[src/rtl/inference_sequencer.sv]
// Top-level controller for the ECG transformer datapath: captures one sample window,
// then steps embed/attention/MLP/reduce stages with start pulses, a watchdog and a held result.
module inference_sequencer #(
    parameter int N_SAMPLES = 15,
    parameter int DW        = 8,
    parameter int TO_W      = 16,
    parameter int TIMEOUT   = 65535
) (
    input  logic                      clk,
    input  logic                      rst,
    input  logic                      start,
    input  logic                      in_valid,
    input  logic signed [DW-1:0]      in_data,
    output logic                      in_ready,
    output logic [N_SAMPLES*DW-1:0]   samples_o,
    output logic [3:0]                stage_start,
    input  logic [3:0]                stage_done,
    input  logic [3:0]                cls_in,
    output logic [3:0]                class_out,
    output logic                      class_valid,
    input  logic                      class_ready,
    output logic                      busy,
    output logic                      error,
    output logic [1:0]                err_stage,
    output logic [2:0]                dbg_state_o
);

    // Handshakes: a sample moves when in_valid & in_ready in the same cycle; the result
    // is taken when class_valid & class_ready; class_out stays stable while class_valid is high.
    typedef enum logic [2:0] {
        S_IDLE   = 3'd0,
        S_LOAD   = 3'd1,
        S_EMBED  = 3'd2,
        S_ATTN   = 3'd3,
        S_MLP    = 3'd4,
        S_RED    = 3'd5,
        S_RESULT = 3'd6,
        S_ERROR  = 3'd7
    } state_t;

    localparam int CW = (N_SAMPLES > 1) ? $clog2(N_SAMPLES) : 1;
    localparam logic [CW-1:0]   LAST_IDX = CW'(N_SAMPLES - 1);
    localparam logic [TO_W-1:0] TO_LIM   = TO_W'(TIMEOUT);

    state_t                    state_q, state_d;
    logic [CW-1:0]             cnt_q, cnt_d;
    logic [TO_W-1:0]           wd_q, wd_d;
    logic [N_SAMPLES*DW-1:0]   samples_q, samples_d;
    logic [3:0]                class_q, class_d;
    logic [1:0]                err_q, err_d;

    logic [2:0]                st_bits;
    logic [2:0]                stage_off;
    logic [1:0]                stage_idx;
    logic                      done_k;

    // Stage states are contiguous, so the stage index is the offset from EMBED and
    // the successor of each stage (including RED -> RESULT) is simply state + 1.
    assign st_bits   = state_q;
    assign stage_off = st_bits - 3'(S_EMBED);
    assign stage_idx = stage_off[1:0];
    assign done_k    = stage_done[stage_idx];

    always_comb begin
        state_d     = state_q;
        cnt_d       = cnt_q;
        wd_d        = wd_q;
        samples_d   = samples_q;
        class_d     = class_q;
        err_d       = err_q;
        stage_start = 4'b0000;
        in_ready    = 1'b0;
        busy        = 1'b0;
        error       = 1'b0;
        class_valid = 1'b0;

        case (state_q)
            S_IDLE: begin
                if (start) begin
                    state_d = S_LOAD;
                    cnt_d   = '0;
                end
            end

            S_LOAD: begin
                in_ready = 1'b1;
                busy     = 1'b1;
                if (in_valid) begin
                    samples_d[cnt_q*DW +: DW] = in_data;
                    if (cnt_q == LAST_IDX) begin
                        state_d = S_EMBED;
                        wd_d    = '0;
                    end else begin
                        cnt_d = cnt_q + 1'b1;
                    end
                end
            end

            S_EMBED, S_ATTN, S_MLP, S_RED: begin
                busy = 1'b1;
                stage_start[stage_idx] = (wd_q == '0);
                wd_d = wd_q + 1'b1;
                // Done in the pulse cycle is ignored; done on the last watchdog cycle beats the timeout.
                if ((wd_q != '0) && done_k) begin
                    state_d = state_t'(st_bits + 3'd1);
                    wd_d    = '0;
                    if (state_q == S_RED) begin
                        class_d = cls_in;
                    end
                end else if (wd_q == TO_LIM) begin
                    state_d = S_ERROR;
                    err_d   = stage_idx;
                end
            end

            S_RESULT: begin
                class_valid = 1'b1;
                if (class_ready) begin
                    state_d = start ? S_LOAD : S_IDLE;
                    cnt_d   = '0;
                end
            end

            S_ERROR: begin
                error = 1'b1;
                if (start) begin
                    state_d = S_LOAD;
                    cnt_d   = '0;
                    err_d   = 2'd0;
                end
            end

            default: begin
                state_d = S_IDLE;
            end
        endcase
    end

    always_ff @(posedge clk) begin
        if (rst) begin
            state_q   <= S_IDLE;
            cnt_q     <= '0;
            wd_q      <= '0;
            samples_q <= '0;
            class_q   <= 4'd0;
            err_q     <= 2'd0;
        end else begin
            state_q   <= state_d;
            cnt_q     <= cnt_d;
            wd_q      <= wd_d;
            samples_q <= samples_d;
            class_q   <= class_d;
            err_q     <= err_d;
        end
    end

    assign samples_o   = samples_q;
    assign class_out   = class_q;
    assign err_stage   = err_q;
    assign dbg_state_o = state_q;

endmodule

[config.mk]
export PLATFORM = sky130hd
export DESIGN_NAME = inference_sequencer
export DESIGN_NICKNAME = d
export VERILOG_FILES = /design/src/rtl/inference_sequencer.sv
export SDC_FILE = /design/constraint.sdc
export NUM_CORES = 1
export LEC_CHECK = 0
export BUFFER_PORTS_ARGS = -buffer_cell sky130_fd_sc_hd__buf_2
export CORE_AREA = 4 4 115 117
export DETAILED_ROUTE_END_ITERATION = 10
export DIE_AREA = 0 0 119 121
export GPL_ROUTABILITY_DRIVEN = 0
export GPL_TIMING_DRIVEN = 1
export PLACE_DENSITY = 0.8
export SLEW_MARGIN = 10
export SYNTH_ARGS = -nofsm -noshare
export SYNTH_HDL_FRONTEND = slang
export SYNTH_SLANG_ARGS = --single-unit
export TNS_END_PERCENT = 30
[constraint.sdc]
create_clock -name clk -period 5.8 [get_ports clk]
set_clock_uncertainty 0.05 [all_clocks]
set_input_delay 0.29 -clock clk [delete_from_list [all_inputs] [get_ports clk]]
set_output_delay 0.29 -clock clk [all_outputs]
set_load 0.03 [all_outputs]
; ---- Yosys cells after proc, flatten, opt, wreduce, memory -nomap -nowiden
; Cells that the tools add are included.
[totals]
register_bits = 149
in_bits = 21
out_inout_bits = 137
elab_cells = 82
[classes]
n_addsub = 5
order_cmp = 2
eq_ne = 18
shift = 2
n_mux = 31
bitwise = 1
reduce_logical = 17
[ops]
columns = cell, count
row1 = $bwmux 120, 1
row2 = $shift 8x34->120 const A, 1
row3 = $shiftx 8x34->120, 1
row4 = $mux 16, 3
row5 = $neg 7->34, 1
row6 = $pmux 16 s2, 1
row7 = $mux 4, 5
row8 = $mux 3, 6
row9 = $add 16x1->16 const B, 1
row10 = $eq 16x16->1 const B, 1
row11 = $logic_not 16->1, 1
row12 = $reduce_bool 16->1, 1
row13 = $ne 2x2->1 const B, 7
row14 = $eq 3x3->1 const B, 4
row15 = $pmux 3 s4, 1
row16 = $pmux 4 s3, 1
row17 = $reduce_and 5->1, 2
row18 = $mux 1, 7
row19 = $eq 3x2->1 const B, 2
row20 = $mux 2, 3
row21 = $reduce_and 3->1, 2
row22 = $reduce_or 5->1, 1
row23 = $add 4x1->4 const B, 1
row24 = $and 4x4->4, 1
row25 = 19 further kinds, 21

; ---- Depth between registers and ports, before layout
; Gate-level depths: netlist of the first run.
[logic_depth]
word_depth = 7
ltp_mapped = 10
depth_no_buf = 8

; ---- Worst setup path after synthesis of the first run
; OpenSTA, ideal clock, no wires.
[synth_timing]
path_type = reg-to-reg
from = reg cnt_q[0]
to = reg samples_q[80] (netlist: samples_o[80])
setup_time_ns = 0.128
t_arrival_ns = 2.315
slack_ns = 3.307
stages_incl_launch_ff = 10
path_buffers = 2
cell_sequence = dfxtp_1 -> clkbuf_1 -> inv_1 -> ha_1 -> nand2b_1 -> a211oi_4 -> and4_1 -> buf_2 -> mux2i_1 -> nor2_1
[synth_between]
elab_chain_len = 3
elab_cells_between_ends = 4
[synth_rtl]
columns = item, line_no
row1 = "start, declared", 46  ; logic [CW-1:0] cnt_q, cnt_d;
row2 = "start signal, assigned", 149  ; cnt_q <= cnt_d;
row3 = $neg 7->34 (*), 89  ; samples_d[cnt_q*DW +: DW] = in_data;
row4 = $shiftx 8x34->120 or $shift 8x34->120 (tied branches), 89
row5 = $bwmux 120 (*), 89
row6 = "end signal, assigned", 151  ; samples_q <= samples_d;
row7 = "end, declared", 48  ; logic [N_SAMPLES*DW-1:0] samples_q, samples_d;
; Every way passes the cells marked *; elsewhere a longest branch is shown, timed or not.
; A chain may end at the register's enable or synchronous reset.

; ---- Final worst setup path of the first run
[layout_timing]
from = reg cnt_q[0]
to = reg samples_q[81] (netlist: samples_o[81])
; The elaborated chain is that of the path after synthesis.

==> key figures, run 1 <==
Synthesis
  – Synth Area in Compound Gates: under 10%
  – Synth Flop Type: dfxtp_1
  – Syn Area/Cell: approximately 9.2 um2
  – Post-synthesis xor/xnor area fraction: 0.379%
  – Top cells by area, synth: dfxtp_1 45%, mux2i_1 15%, nor2_1 6.3%
  – Asr flop ratio synth: 0%
  – Top cells by instance count after synthesis: 149 x dfxtp_1, 111 x nor2_1, 96 x mux2i_1, 52 x nand3_1, 47 x nand2_1
  – Synth Area in Adders: 2.65%
  – Post-synth top area share: 45.2%
  – Synth Register Bits: 149
  – Synth warnings: 0
  – Netlist cell types: 66
  – Main combinational cell family by area after synthesis: simple AND/OR/NAND/NOR gates
  – Mapped Nets: around 750
  – Gate Count Post-Synth: 718
  – Post-synth EDFFs: 0
  – Sequential share of the synthesized area: a little under half
  – Most common cell in the netlist: dfxtp_1
  – Multiplexer area fraction after synthesis: ~16%
  – Synthesized-area fraction occupied by and/or/nand/nor cells: between 20% and 30%
  – Largest area contributor in the netlist: dfxtp_1
  – Synthesized cell area: 6600 um2

Timing
  – Clock period minus final worst setup slack: 3.06 ns
  – Finish-stage setup viols: 0
  – Worst Tran Pin Value: 0.931 ns
  – Fmax: 327 MHz
  – Final worst path period share: a little over half
  – Unrepaired setup endpoints after global routing: no
  – Fin. Hold Viols: 0
  – Worst relative slew slack: between 30% and 40%
  – Slew Viols, Final: 0
  – Fin Setup TNS: 0 ns

Floorplanning
  – Io pins: roughly 160
  – Die H: 121 um
  – Die area: 14400 um2
  – Initial Utilization: 53.4%
  – Placement row count: 41
  – Core Region: 12400 um2
  – Die X: 119 um

Setup path
  – Reg2reg start: cnt_q[0]
  – R2r setup slk: 2.74 ns
  – Crit path capture type: flop
  – Reg-to-Reg End: samples_o[81]
  – CP Launch Type: flop
  – Crit Path Class: reg -> reg
  – R2R cell count: 7
  – Crit path max fanout: 18
  – WP data required: 6.02 ns
  – Worst EP arrival: 3.27 ns

Routing
  – Detail Route Antenna Nets: 0
  – Wire length per cell: 16.7 um
  – Final Routed Wirelength: 17400 um
  – Via-to-Cell Ratio: 5.52
  – # DRC: 0
  – Initial DRT Pass Iterations: 6
  – Iter 0 DRT Violations: 390
  – Via Count: 5750

GRT
  – Global router's overall resource usage: 23.6%
  – Initial antenna violation count: 0
  – Largest net degree at the start of global routing: 80
  – First-pass GRT wire length: 27500 um
  – Vias in the first global route: 5448
  – Total global routing overflow: 0

Place
  – DPL Wire Length: 12100 um
  – Dpl cells: 1010
  – IO Port Bufs: 157

Pwr
  – Leakage power total: 0.00391 uW
  – Worst IR drop on VDD: 0.257 mV
  – PwrDens: 365 nW/um2
  – Design Power: 2940 uW

Clock tree
  – CTS Buf Count: 17
  – CTS-repair resized insts: 0
  – Total setup buffers inserted after CTS: 0
  – Clock latency at the later pin of the worst-skew pair: 0.41 ns
  – Htree depth: 4
  – CTS tree: yes
  – Sink Count: 149
  – Max Buffers Root-to-Sink: 2
  – CTS clk-pin slew, worst paths: 0.06 ns
  – CTS Hold Buffers Added: 0
  – Root Buffer: clkbuf_16

Worst hold path
  – Cell count of the worst hold path: 3
  – HP Start: cls_in[0]
  – Min-delay worst type: in -> reg
  – WHS Endpoint: class_out[0]

Outcome
  – Status: complete, no violations

Final layout
  – Util after Layout: 65.2%
  – Fin nets: 892
  – Fraction of layout cells with a size suffix above 1: between 20% and 30%
  – Area grow syn2layout: 22.1%
  – Non-filler cells, final: about 1000

Run
  – Maximum capacitance violations: 0
==> cells in the final DEF, fill, tap and decap left out, types with 2 or more instances in the layout <==
| cell | n |
|---|---|
| o21ai_0 | 4 |
| and3_1 | 35 |
| nand3b_1 | 3 |
| buf_4 | 3 |
| clkbuf_8 | 6 |
| a21oi_1 | 39 |
| nand2_1 | 47 |
| inv_1 | 13 |
| mux2i_1 | 96 |
| a22oi_1 | 4 |
| nor2_2 | 2 |
| bufinv_16 | 2 |
| dfxtp_1 | 149 |
| nand3_2 | 4 |
| a211oi_1 | 2 |
| inv_2 | 2 |
| nor3b_1 | 2 |
| and2_1 | 9 |
| or3_1 | 7 |
| nor2_1 | 110 |
| mux2_2 | 2 |
| clkbuf_16 | 17 |
| nor4_1 | 2 |
| and4b_1 | 3 |
| ha_1 | 14 |
| a31oi_1 | 9 |
| a221oi_1 | 3 |
| and4_1 | 5 |
| nand4_1 | 9 |
| clkinv_2 | 4 |
| o21ai_1 | 2 |
| nor3_1 | 7 |
| nor2b_1 | 6 |
| buf_2 | 156 |
| nand2b_1 | 3 |
| a211o_1 | 2 |
| nand3_1 | 52 |
==> area by class of cell <==
class                           instances  area, um2
Antenna cell                            1       2.50
Clock buffer                           23        508
Clock inverter                          8       96.3
Fill cell                            1029       4300
Inverter                               15       56.3
Multi-Input combinational cell        515       3400
Sequential cell                       149       2980
Tap cell                              172        215
Timing Repair Buffer                  159        803
==> metal layers <==
layer	GRT usage [%]	vias to the layer above	part of all wire [%]
li1	-	2800	-
met4	6.52	0	1.0
met1	30.3	2726	43
met2	38.4	208	48
met5	0	-	0
met3	7.37	16	8.2
==> how the worst max path moves through the flow <==
stage	startpoint	endpoint	slack [ns]	cells past startpoint
after global routing	cnt_q[0]	samples_o[74]	2.44	7
after floorplan	cnt_q[0]	samples_o[80]	3.31	9
after CTS	cnt_q[0]	samples_o[81]	2.80	7
final	cnt_q[0]	samples_o[81]	2.74	7
after global placement	cnt_q[0]	samples_o[51]	2.95	7
after detailed placement	cnt_q[0]	samples_o[55]	2.83	7
==> cell families (layout without fill, tap and decap cells) <==
logic type | after synthesis | in the layout
mux | 101 | 101
xor+xnor | 2 | 2
fa+ha+maj | 14 | 14
compound gates | 78 | 78
buf+inv | 54 | 205
other cells | 0 | 1
flops | 149 | 149
simple gates | 320 | 320
==> state kept, by name, indices dropped and copies added, names as in the netlist <==
name         cells
samples_o      120
wd_q            16
err_stage        2
class_out        4
cnt_q            4
dbg_state_o      3
==> stage by stage <==
step,cell area [um2],hold WS (ns),setup slack (ns)
final,8060,0.0662,2.74
after global routing,8060,0.0826,2.44
after CTS,8060,0.0588,2.80
after detailed placement,7450,0.392,2.83
after global placement,7450,0.387,2.95
after floorplan,6600,0.387,3.31
==> worst max-delay path, stage by stage (launching register included) <==
cell	delay, ns
dfxtp_1	0.71
inv_1	0.22
ha_1	0.35
nand2b_1	0.22
a211oi_4	0.42
and4_1	0.61
mux2i_1	0.28
nor2_1	0.06
==> power by group <==
group	leakage (uW)	internal, uW	switching [uW]	total (uW)
logic	0.00241	238	513	751
clock network	0.000301	697	405	1100
registers	0.00120	1050	44.4	1090
(Power assumes the default switching activity.)
==> inputs of run 2 (changes only) <==
--- a/config.mk
+++ b/config.mk
@@ -6,12 +6,12 @@
 export NUM_CORES = 1
 export LEC_CHECK = 0
 export BUFFER_PORTS_ARGS = -buffer_cell sky130_fd_sc_hd__buf_2
-export CORE_AREA = 4 4 115 117
+export CORE_AREA = 4 4 116 118
 export DETAILED_ROUTE_END_ITERATION = 10
-export DIE_AREA = 0 0 119 121
+export DIE_AREA = 0 0 120 122
 export GPL_ROUTABILITY_DRIVEN = 0
 export GPL_TIMING_DRIVEN = 1
-export PLACE_DENSITY = 0.8
+export PLACE_DENSITY = 0.79
 export SLEW_MARGIN = 10
 export SYNTH_ARGS = -nofsm -noshare
 export SYNTH_HDL_FRONTEND = slang
==> constraint.sdc (replaced) <==
create_clock -name clk -period 2.9 [get_ports clk]
set_clock_uncertainty 0.05 [all_clocks]
set_input_delay 0.145 -clock clk [delete_from_list [all_inputs] [get_ports clk]]
set_output_delay 0.145 -clock clk [all_outputs]
set_load 0.03 [all_outputs]
==> run 2 against run 1 <==
Count of clock-buffer cells in the layout shrank 2. Sequential share of layout area decreased by 0.28 points. Design area increased by 0.76%. Register-to-register slack lost 2.5 ns. Via count grew 0.38%. Die area rose by 1.7%. Combinational power up 120%. Power grew 96%. First-iteration DRC count is 11% higher. Critical path depth did not move. Sequential cell count unchanged. Routed wire length rose by 1.0%. Critical path type unchanged. Critical endpoint is now samples_o[119]. Largest cell class unchanged.
==> key figures, run 2 (synthesis results as in run 1) <==
GRT
  – Initial antenna violation count: 0
  – Total global routing overflow: 0
  – Vias in the first global route: 5326
  – First-pass GRT wire length: 27800 um
  – Largest net degree at the start of global routing: 74
  – Global router's overall resource usage: 23.8%

Setup path
  – R2r setup slk: ~0.24 ns
  – Reg2reg start: cnt_q[0]
  – WP data required: 3.15 ns
  – Crit path max fanout: 8
  – Crit path max-delay family: simple AND/OR/NAND/NOR gates
  – Crit Path Class: reg -> reg
  – Crit-path slowest cell: and4_1
  – CP Buf/Inv Count: 1
  – R2R cell count: 7
  – Critical-path cell list: nor3_1 > ha_1 > nor4bb_1 > buf_4 > and4_1 > mux2i_1 > nor2_1
  – CP peak stage delay: 0.52 ns
  – CP Launch Type: flop
  – Crit path capture type: flop
  – Worst EP arrival: a little under 3 ns
  – Reg-to-Reg End: samples_o[119]

Timing
  – Fmax: ~380 MHz
  – Finish-stage setup viols: 0
  – Fin Setup TNS: 0 ns
  – Final worst path period share: 91.9%
  – Fin. Hold Viols: 0
  – Slew Viols, Final: 0
  – Unrepaired setup endpoints after global routing: no
  – Worst relative slew slack: a little over two fifths
  – Clock period minus final worst setup slack: 2.66 ns
  – Worst Tran Pin Value: ~0.85 ns

Floorplanning
  – Initial Utilization: a little over half
  – Die X: around 120 um
  – Core Region: about 12000 um2
  – Die area: 14600 um2
  – Placement row count: 41
  – Io pins: 158
  – Die H: 122 um

Clock tree
  – CTS tree: yes
  – CTS Buf Count: 17
  – Htree depth: 4
  – Root Buffer: clkbuf_16
  – Max Buffers Root-to-Sink: 2
  – Total setup buffers inserted after CTS: 0
  – CTS clk-pin slew, worst paths: 0.06 ns
  – Clock latency at the later pin of the worst-skew pair: 0.41 ns
  – Sink Count: 149

Worst hold path
  – WHS Endpoint: samples_o[0]
  – Cell count of the worst hold path: 3
  – Min-delay worst type: in -> reg
  – HP Start: in_data[0]

Routing
  – Via-to-Cell Ratio: 5.46
  – Initial DRT Pass Iterations: 5
  – Via Count: between 5000 and 6000
  – Detail Route Antenna Nets: 0
  – Iter 0 DRT Violations: 432
  – Wire length per cell: 16.6 um
  – # DRC: 0
  – Final Routed Wirelength: 17500 um

Final layout
  – Fin nets: 908
  – Fraction of layout cells with a size suffix above 1: 25.6%
  – Max reg flops: 120
  – Diodes inserted: 0
  – Area grow syn2layout: 23.0%
  – Most frequent cells in the layout: 156 x buf_2, 149 x dfxtp_1, 111 x nor2_1, 96 x mux2i_1, 52 x nand3_1
  – Fill cell count: ~1100
  – Most common cell after layout, fill and taps aside: buf_2

Pwr
  – Clock power frac: 34.0%
  – Worst IR drop on VDD: 0.451 mV
  – PwrDens: approximately 700 nW/um2
  – Combinational power share: 28.4%
  – Sw Share: between 30% and 40%
  – Leakage power total: around 0.004 uW
  – Net Sw Power: 1990 uW
  – Design Power: 5760 uW
  – Cell Int Power: 3770 uW
  – Sequential power share: a little under two fifths

Outcome
  – Status: complete, no violations

Place
  – IO Port Bufs: about 160
  – DPL Wire Length: 12400 um

Run
  – Maximum capacitance violations: 0
-- run 2: final cells by class --
cell class | count | area, um2 | area share [%]
multi-input combinational | 515 | 3390 | 41.8
inverter | 15 | 56.3 | 0.693
clock inverter | 11 | 77.6 | 0.955
sequential | 149 | 2980 | 36.7
tap | 172 | 215 | 2.65
clock buffer | 21 | 450 | 5.55
timing repair buffer | 175 | 946 | 11.6
-- run 2: worst register-to-register path, stage by stage (launching register included) --
cell	delay, ns
dfxtp_1	0.40
nor3_1	0.31
ha_1	0.33
nor4bb_1	0.41
buf_4	0.21
and4_1	0.53
mux2i_1	0.27
nor2_1	0.06
-- run 2: timing repair --
action,CTS,global route
setup endpoints to repair,0,0
endpoints found under the hold margin,4,0
gates resized for setup,0,0
hold buffers,4,0
-- run 2: metal layers --
layer / global-route usage, % / up-vias / part of all wire, %
met1: 30.8 / 2735 / 44
met5: 0 / - / 0
li1: - / 2835 / -
met2: 38.0 / 182 / 48
met4: 7.16 / 0 / 1.6
met3: 7.57 / 20 / 7.1
-- run 2: power groups by stage --
stage	registers, uW	logic (uW)	clock network (uW)
floorplan	2240	1150	0
global placement	2210	1600	0
detailed placement	2210	1610	0
CTS	2160	1620	1990
global route	2180	1780	2080
finish	2160	1630	1960
-- run 2: worst max path at each step --
stage / start / depth (start not counted) / slack, ns / to
after global routing: cnt_q[0] / 7 / 0.1 / samples_o[115]
after detailed placement: cnt_q[0] / 7 / 0.29 / samples_o[119]
final: cnt_q[0] / 7 / 0.24 / samples_o[119]
after CTS: cnt_q[0] / 7 / 0.26 / samples_o[119]
after floorplan: cnt_q[0] / 9 / 0.41 / samples_o[80]
after global placement: cnt_q[0] / 7 / 0.35 / samples_o[114]
-- run 2: through the flow --
stage,worst slack (ns),area [um2],utilization [%],hold slack (ns),cells
after floorplan,0.407,6600,-,0.242,718
after global placement,0.354,7550,60.6,0.334,1022
after detailed placement,0.287,7550,60.6,0.346,1022
after CTS,0.256,8120,65.2,0.0206,1058
after global routing,0.0982,8120,65.2,0.0384,1058
final,0.236,8120,65.2,0.0454,1058
==> inputs of run 3 (changes only) <==
--- a/config.mk
+++ b/config.mk
@@ -6,9 +6,9 @@
 export NUM_CORES = 1
 export LEC_CHECK = 0
 export BUFFER_PORTS_ARGS = -buffer_cell sky130_fd_sc_hd__buf_2
-export CORE_AREA = 4 4 116 118
+export CORE_AREA = 4 4 106 129
 export DETAILED_ROUTE_END_ITERATION = 10
-export DIE_AREA = 0 0 120 122
+export DIE_AREA = 0 0 110 133
 export GPL_ROUTABILITY_DRIVEN = 0
 export GPL_TIMING_DRIVEN = 1
 export PLACE_DENSITY = 0.79
==> run 3 against run 2 <==
Final cell count is 0.85% lower. Register-to-register slack better by 0.02 ns. Fmax is 0.86% higher. Sequential cell count stayed put. Design area is 1.2% higher. Routed wire length is 2.0% higher. Setup slack better by 0.023 ns. Clock power is 20% higher. Sequential power hardly changed. Global-route usage is 1.1 points higher. Largest cell class unchanged. Highest routed layer unchanged.
==> key figures, run 3 (synthesis results as in run 1) <==
Outcome
  – Status: complete, no violations

Clock tree
  – Htree depth: 4
  – Root Buffer: clkbuf_16
  – Sink Count: ~150
  – CTS Buf Count: 17
  – Total setup buffers inserted after CTS: 0
  – CTS clk-pin slew, worst paths: 0.06 ns
  – Clock latency at the later pin of the worst-skew pair: 0.42 ns
  – Max Buffers Root-to-Sink: 2
  – CTS tree: yes

GRT
  – Initial antenna violation count: 0
  – Total global routing overflow: 0
  – Largest net degree at the start of global routing: 69
  – First-pass GRT wire length: 28800 um
  – Vias in the first global route: between 5000 and 6000
  – Global router's overall resource usage: between 20% and 30%

Routing
  – Final Routed Wirelength: 17900 um
  – Initial DRT Pass Iterations: 5
  – Via Count: 5856
  – Wire length per cell: roughly 17 um
  – Iter 0 DRT Violations: between 300 and 400
  – Detail Route Antenna Nets: 0
  – Via-to-Cell Ratio: 5.58
  – # DRC: 0

Floorplanning
  – Die area: 14600 um2
  – Die X: about 110 um
  – Die H: 133 um
  – Io pins: 158
  – Core Region: around 12000 um2
  – Placement row count: 45
  – Initial Utilization: a little over half

Place
  – IO Port Bufs: ~160
  – DPL Wire Length: 12300 um
  – Dpl cells: ~1000

Setup path
  – Critical path origin: cnt_q[1]
  – Critical Path Sink: samples_o[113]
  – R2r setup slk: roughly 0.26 ns
  – CP Launch Type: flop
  – R2R cell count: 7
  – Crit path max fanout: 9
  – Crit Path Class: reg -> reg
  – Reg2reg start: cnt_q[1]
  – WP data required: 3.14 ns
  – Worst EP arrival: 2.88 ns
  – Crit path capture type: flop
  – Reg-to-Reg End: samples_o[113]

Final layout
  – Non-filler cells, final: 1049
  – Diodes inserted: 0
  – Most common cell after layout, fill and taps aside: buf_2
  – Max reg flops: 120
  – Most frequent cells in the layout: 156 x buf_2, 149 x dfxtp_1, 111 x nor2_1, 96 x mux2i_1, 50 x nand3_1
  – Fraction of layout cells with a size suffix above 1: 26.3%
  – Area grow syn2layout: 24.5%
  – Fin nets: approximately 910
  – Fill cell count: 1018

Timing
  – Unrepaired setup endpoints after global routing: yes
  – Slew Viols, Final: 0
  – Clock period minus final worst setup slack: 2.64 ns
  – Fin. Hold Viols: 0
  – Tightest hold margin: 0.0370 ns
  – Worst relative slew slack: 52.6%
  – Final worst path period share: between 90 and 100%
  – Finish-stage setup viols: 0
  – Fin Setup TNS: 0 ns
  – Worst Tran Pin Value: 0.710 ns
  – Fmax: 379 MHz

Worst hold path
  – Cell count of the worst hold path: 3
  – Min-delay worst type: in -> reg

Pwr
  – Worst IR drop on VDD: 0.453 mV
  – Leakage power total: 0.00399 uW
  – PwrDens: 752 nW/um2
  – Design Power: 6180 uW

Run
  – Maximum capacitance violations: 0
==> run 3: cell count changes in the layout (fill, tap and decap cells not counted) <==
cell and delta:
clkbuf_8 -1, buf_4 -1, inv_8 +4, clkinv_4 -1, clkinvlp_4 -2, nand3_1 -2, clkbuf_1 -3, clkinv_2 -4
and4_1 -2, nand3_2 +2, inv_6 +4, and4_2 +2, bufinv_16 +3
==> run 3: through the flow <==
stage	area, um2	setup slack [ns]	utilization [%]
2_1_floorplan	6600	0.407	-
3_3_place_gp	7540	0.354	60.6
3_5_place_dp	7540	0.194	60.6
4_1_cts	8210	0.174	65.9
5_1_grt	8220	-0.00829	66.0
6_report	8220	0.259	66.0
==> run 3: layer usage <==
metal	GRT usage, %	up-vias	share of wire (%)	wire, um
met2	40.9	192	49	8820
li1	-	2836	-	-
met5	0	-	0	0
met1	30.5	2799	42	7430
met4	8.39	0	1.9	346
met3	7.71	29	7.2	1290
==> run 3: layout make-up <==
class	count	area [um2]	share of cell area, %
flip-flops and latches	149	2980	36.3
clock buffers	17	425	5.18
clock inverters	15	204	2.48
repair buffers	174	938	11.4
well taps	164	205	2.50
inverters	15	56.3	0.685
multi-input cells	515	3410	41.4
==> run 3: worst min path at each step <==
| stage | start | endpoint | slack, ns |
|---|---|---|---|
| final | in_data[0] | samples_o[96] | 0.04 |
| after global routing | in_data[0] | samples_o[64] | 0.04 |
| after CTS | in_data[0] | samples_o[96] | 0.02 |
| after detailed placement | cls_in[0] | class_out[0] | 0.35 |
| after global placement | cls_in[3] | class_out[3] | 0.33 |
| after floorplan | cls_in[0] | class_out[0] | 0.24 |
==> run 3: critical path, cell delays in order, from the launching register on <==
cell      delay, ns
dfxtp_1        0.40
nor3_1         0.31
ha_1           0.35
nor4bb_1       0.45
buf_4          0.25
and4_2         0.42
mux2i_1        0.22
nor2_1         0.05
==> run 3: timing repair <==
item,in CTS,in global routing
hold buffers,4,0
gates resized for setup,0,4
hold endpoints to repair,4,0
endpoints found under the setup margin,0,32
==> run 3: report_power, final <==
group / total (uW) / switching, uW / leakage (uW) / internal [uW]
Clock: 2360 / 963 / 0.000308 / 1400
Combinational: 1700 / 1140 / 0.00248 / 564
Sequential: 2130 / 37.6 / 0.00120 / 2090
